[config.mk]
export PLATFORM = sky130hd
export DESIGN_NAME = sram_like_arbiter
export DESIGN_NICKNAME = d
export VERILOG_FILES = /design/src/rtl/sram_like_arbiter.sv
export SDC_FILE = /design/constraint.sdc
export NUM_CORES = 1
export LEC_CHECK = 0
export BUFFER_PORTS_ARGS = -buffer_cell sky130_fd_sc_hd__buf_4
export CORE_AREA = 2 2 126 128
export DETAILED_ROUTE_END_ITERATION = 7
export DIE_AREA = 0 0 128 130
export PLACE_DENSITY_LB_ADDON = 0.3
export SYNTH_ARGS = -nofsm -noshare
export SYNTH_HDL_FRONTEND = slang
export SYNTH_SLANG_ARGS = --single-unit
[constraint.sdc]
create_clock -name clk -period 2.5 [get_ports clk]
set_input_delay 0 -clock clk [delete_from_list [all_inputs] [get_ports clk]]
set_output_delay 0 -clock clk [all_outputs]
set_load 0.1 [all_outputs]
[src/rtl/sram_like_arbiter.sv]
// sram_like_arbiter: shares one sram-like port between inst and data masters, routes in-order responses by a queued owner ID
module sram_like_arbiter #(
  parameter int OUT_DEPTH  = 4,
  parameter int STARVE_LIM = 8
) (
  input  logic        clk,
  input  logic        reset,
  input  logic        inst_sram_req,
  input  logic        inst_sram_wr,
  input  logic [1:0]  inst_sram_size,
  input  logic [31:0] inst_sram_addr,
  input  logic [3:0]  inst_sram_wstrb,
  input  logic [31:0] inst_sram_wdata,
  output logic        inst_sram_addrok,
  output logic        inst_sram_dataok,
  output logic [31:0] inst_sram_rdata,
  input  logic        data_sram_req,
  input  logic        data_sram_wr,
  input  logic [1:0]  data_sram_size,
  input  logic [31:0] data_sram_addr,
  input  logic [3:0]  data_sram_wstrb,
  input  logic [31:0] data_sram_wdata,
  output logic        data_sram_addrok,
  output logic        data_sram_dataok,
  output logic [31:0] data_sram_rdata,
  output logic        mem_req,
  output logic        mem_wr,
  output logic [1:0]  mem_size,
  output logic [31:0] mem_addr,
  output logic [3:0]  mem_wstrb,
  output logic [31:0] mem_wdata,
  input  logic        mem_addrok,
  input  logic        mem_dataok,
  input  logic [31:0] mem_rdata,
  output logic        proto_err
);
  localparam int PW = $clog2(OUT_DEPTH);
  localparam int CW = PW + 1;
  localparam int SW = $clog2(STARVE_LIM + 1);
  logic                 lock_q, lock_d, lock_id_q, lock_id_d;
  logic [OUT_DEPTH-1:0] fifo_q, fifo_d;
  logic [PW-1:0]        rd_ptr_q, rd_ptr_d, wr_ptr_q, wr_ptr_d;
  logic [CW-1:0]        count_q, count_d;
  logic [SW-1:0]        starve_q, starve_d;
  logic                 proto_err_q, proto_err_d;
  logic                 full, gnt_id, accept, pop, head;
  logic                 unused_inst;
  assign unused_inst     = ^{inst_sram_wr, inst_sram_wstrb};
  assign inst_sram_rdata = mem_rdata;
  assign data_sram_rdata = mem_rdata;
  assign proto_err       = proto_err_q;
  always_comb begin
    full   = count_q == CW'(OUT_DEPTH);
    // gnt_id: 1 = data. Unlocked, gnt_id=0 with data_req=1 only happens when inst is
    // being rescued from starvation, so the granted req below is always the right one.
    gnt_id = lock_q ? lock_id_q : data_sram_req && !(inst_sram_req && starve_q == SW'(STARVE_LIM));
    mem_req   = !reset && (lock_q || !full) && (gnt_id ? data_sram_req : inst_sram_req);
    mem_wr    = gnt_id && data_sram_wr;
    mem_size  = gnt_id ? data_sram_size : inst_sram_size;
    mem_addr  = gnt_id ? data_sram_addr : inst_sram_addr;
    mem_wstrb = gnt_id ? data_sram_wstrb : 4'h0;
    mem_wdata = gnt_id ? data_sram_wdata : inst_sram_wdata;
    accept           = mem_req && mem_addrok;
    inst_sram_addrok = accept && !gnt_id;
    data_sram_addrok = accept && gnt_id;
    head             = fifo_q[rd_ptr_q];
    pop              = !reset && mem_dataok && count_q != '0;
    inst_sram_dataok = pop && !head;
    data_sram_dataok = pop && head;
    lock_d    = mem_req && !mem_addrok;
    lock_id_d = gnt_id;
    fifo_d    = fifo_q;
    if (accept) fifo_d[wr_ptr_q] = gnt_id;
    wr_ptr_d    = wr_ptr_q + PW'(accept);
    rd_ptr_d    = rd_ptr_q + PW'(pop);
    count_d     = count_q + CW'(accept) - CW'(pop);
    starve_d    = (!inst_sram_req || (accept && !gnt_id)) ? '0 :
                  (accept && starve_q != SW'(STARVE_LIM)) ? starve_q + SW'(1) : starve_q;
    proto_err_d = proto_err_q || (mem_dataok && count_q == '0);
  end
  always_ff @(posedge clk or posedge reset) begin
    if (reset) begin
      lock_q      <= 1'b0;
      lock_id_q   <= 1'b0;
      fifo_q      <= '0;
      rd_ptr_q    <= '0;
      wr_ptr_q    <= '0;
      count_q     <= '0;
      starve_q    <= '0;
      proto_err_q <= 1'b0;
    end else begin
      lock_q      <= lock_d;
      lock_id_q   <= lock_id_d;
      fifo_q      <= fifo_d;
      rd_ptr_q    <= rd_ptr_d;
      wr_ptr_q    <= wr_ptr_d;
      count_q     <= count_d;
      starve_q    <= starve_d;
      proto_err_q <= proto_err_d;
    end
  end
endmodule

==> run metrics <==
num ports 321; Max Cap Violations 0; vias per cell 3.87; commonest non-fill, non-tap cell in the layout buf_4; RSZ-0062 raised after global routing no; slowest stage cell on the critical path dfrtp_1; GRT Util Overall 10.9%; crit end category output port; crit path buf inv count 3; max incr delay on CP 410 ps; Sw Share 61.1%; Netlist cell types 39; Final nets 704; Ys Warns 0; post-cts resize count 0; H-tree depth 1; Clk pin slew, worst setup/hold paths 50 ps; area delta synth->final 61.3%; register bit count reported by yosys 18; Leak Pwr 2.18 nW; Startpoint Class register; syn nets 555; clock share of power 10.6%; worst min path class input pin to output port; DRT Pass-1 Iters 4; Final Setup Violations 0; async set-reset flop share out of synthesis 100%; number of enable flip-flop cells after synthesis 0; CP dominant cell by count nand2_1; Die ar. 16600 um^2; I/O Buffers 219; predominant post-synthesis flop cell dfrtp_1; Clock Sink Count 18; register area share after synthesis 19.0%; flop-to-flop setup slack 270 ps; post-synth top area cell nand2_1; Setup Skew 4.40 ps; WL/cell 14.5 um; worst rel slew slack 52.7%; mean area per synthesized cell 6.45 um^2; power share of the sequential group 15.3%; TritonCTS clock tree built; Hold Fails Final Rpt 0; Pins Over Slew Limit 0; DP Worst Slack 268 ps; Worst Tran Pin Value 708 ps; setup_tns 0 ps; Hold Path Sink inst_sram_rdata[14]; CP cell instances inv_1 > ha_1 > nand3b_1 > o21ai_1 > and2_2 > buf_12 > nand2_1 > nand2_1 > buf_4; worst setup path class register to output port; final worst-path cycle share 90.9%; Reg-to-Reg Start lock_q$_DFF_PP0_; PwrDens 860 nW/um^2; largest net degree at the start of global routing 77; end of the worst register-to-register path count_q[2]$_DFF_PP0_; Hold Crit Start mem_rdata[14]; Antenna diodes 0; P_int 1.28 mW; fill count 1735; initial antenna violation count 0; fraction of layout cells with a size suffix above 1 47.3%; hold depth 0; global-route wire length before repair 14.0 mm; final WL 10.2 mm; vias in the first global route 2499; final critical-path required period 2270 ps; Power, Total 3.30 mW; crit path max fanout 68; Post-Syn Area 2370 um^2; Clock Path Buffers 2; Max Freq 0.440 GHz; Final HPWL DP 8.59 mm; Cells after Synth 368; Post-DRT Antenna Nets 0; leading cell types in the layout, fill and taps excluded buf_4 (221), nand2_1 (200), dfrtp_1 (18), inv_1 (8); Gate power share 74.0%; num rows 46; share of the synthesized area in the top cell type 31.6%; Clock Latency Late Sink 250 ps; Peak VDD IR 0.000311 V; residual DRC count 0; global placement routability congestion 0.720; drt first-iter violations 88; cts bufs inserted 3; Initial Utilization 15.4%; Chip Height 130 um; synth top area cells nand2_1 (32%), buf_4 (22%), dfrtp_1 (19%), ha_1 (3.2%), mux2_4 (1.9%); Root Driver clkbuf_16; Crit path max-delay family buffers and inverters; Die X 128 um; worst r2r path cells 9; Core Util, Final 24.8%; vias 2737; final setup margin 229 ps; status completed; Worst EP required 2500 ps; Arr. time, crit path 2270 ps; Psw 2.01 mW; Core Region 15400 um^2; global route overflow 0
timing repair:
action | CTS | global route
hold buffers | 3 | 0
endpoints found under the setup margin | 0 | 0
setup buffers | 0 | 0
hold endpoints to repair | 20 | 0
stage by stage:
stage | cells | cell area [um^2] | hold WS (ps)
6_report | 708 | 3830 | 0.0235
5_1_grt | 708 | 3830 | 0.217
4_1_cts | 708 | 3830 | 0.995
3_5_place_dp | 701 | 3710 | 0.995
3_3_place_gp | 701 | 3710 | 0.995
2_1_floorplan | 368 | 2390 | -61.4
sequential cells by signal (all words and copies together) (netlist names):
| name | cells |
|---|---|
| wr_ptr_q | 2 |
| lock_id_q | 1 |
| proto_err | 1 |
| rd_ptr_q | 2 |
| fifo_q | 4 |
| lock_q | 1 |
| count_q | 3 |
| starve_q | 4 |
metal layers:
| metal | routed length, um | global-route usage [%] | up-vias |
|---|---|---|---|
| met3 | 825 | 2.46 | 16 |
| met5 | 0 | 0 | - |
| met1 | 4260 | 14.4 | 1206 |
| met4 | 178 | 2.91 | 0 |
| met2 | 4980 | 18.0 | 159 |
| li1 | - | - | 1356 |
layout make-up:
type | instances | area [um^2] | share of cell area [%]
Timing Repair Buffer | 225 | 1710 | 44.6
Inverter | 10 | 45.0 | 1.18
Tap cell | 192 | 240 | 6.27
Clock buffer | 4 | 88.8 | 2.32
Multi-Input combinational cell | 259 | 1300 | 33.8
Sequential cell | 18 | 450 | 11.8
logic make-up (layout without fill, tap and decap cells):
| kind of cell | Yosys count | count (layout) | share of synthesized area [%] |
|---|---|---|---|
| and+or+nand+nor | 233 | 233 | 41.8 |
| buffers and inverters | 91 | 239 | 27.3 |
| DFF | 18 | 18 | 19.0 |
| AOI/OAI and AO/OA | 8 | 8 | 2.37 |
| adders and majority gates | 7 | 7 | 4.00 |
| xor gates and xnor gates | 6 | 6 | 2.21 |
| muxes | 5 | 5 | 3.27 |
synth_stat cells, drive strengths merged, types with 3 or more instances:
| master | number |
|---|---|
| and2 | 7 |
| buf | 80 |
| dfrtp | 18 |
| ha | 6 |
| inv | 10 |
| mux2 | 3 |
| nand2 | 200 |
| nor2 | 7 |
| nor2b | 3 |
| nor3 | 4 |
| nor3b | 3 |
| xnor2 | 4 |
power by group through the flow:
stage	combinational (mW)	clock (mW)	sequential (mW)
floorplan	2.31	0	0.544
global placement	2.43	0	0.504
detailed placement	2.46	0	0.511
CTS	2.47	0.362	0.508
global route	2.56	0.375	0.525
finish	2.44	0.350	0.506
worst max path at each step:
stage                                       start                    to  slack [ps]  cells past startpoint
after floorplan             rd_ptr_q[0]$_DFF_PP0_      inst_sram_dataok         290                      2
after global placement           lock_q$_DFF_PP0_  count_q[2]$_DFF_PP0_         330                      9
after detailed placement         lock_q$_DFF_PP0_  count_q[2]$_DFF_PP0_         270                      9
after CTS                 starve_q[0]$_DFFE_PP0P_          mem_addr[24]         230                      9
after global routing             lock_q$_DFF_PP0_  count_q[2]$_DFF_PP0_          80                      9
final                     starve_q[0]$_DFFE_PP0P_           mem_size[0]         230                      9
worst register-to-register path, stage by stage, from the launching register on:
cell and delay [ps]:
dfrtp_1 430, nor4b_4 450, nor2_2 70, nand4bb_1 140
ha_1 130, inv_1 40, ha_1 190, fa_1 380
xnor2_1 190, xnor2_1 130
Note: power is estimated with default switching activity, not from simulation.
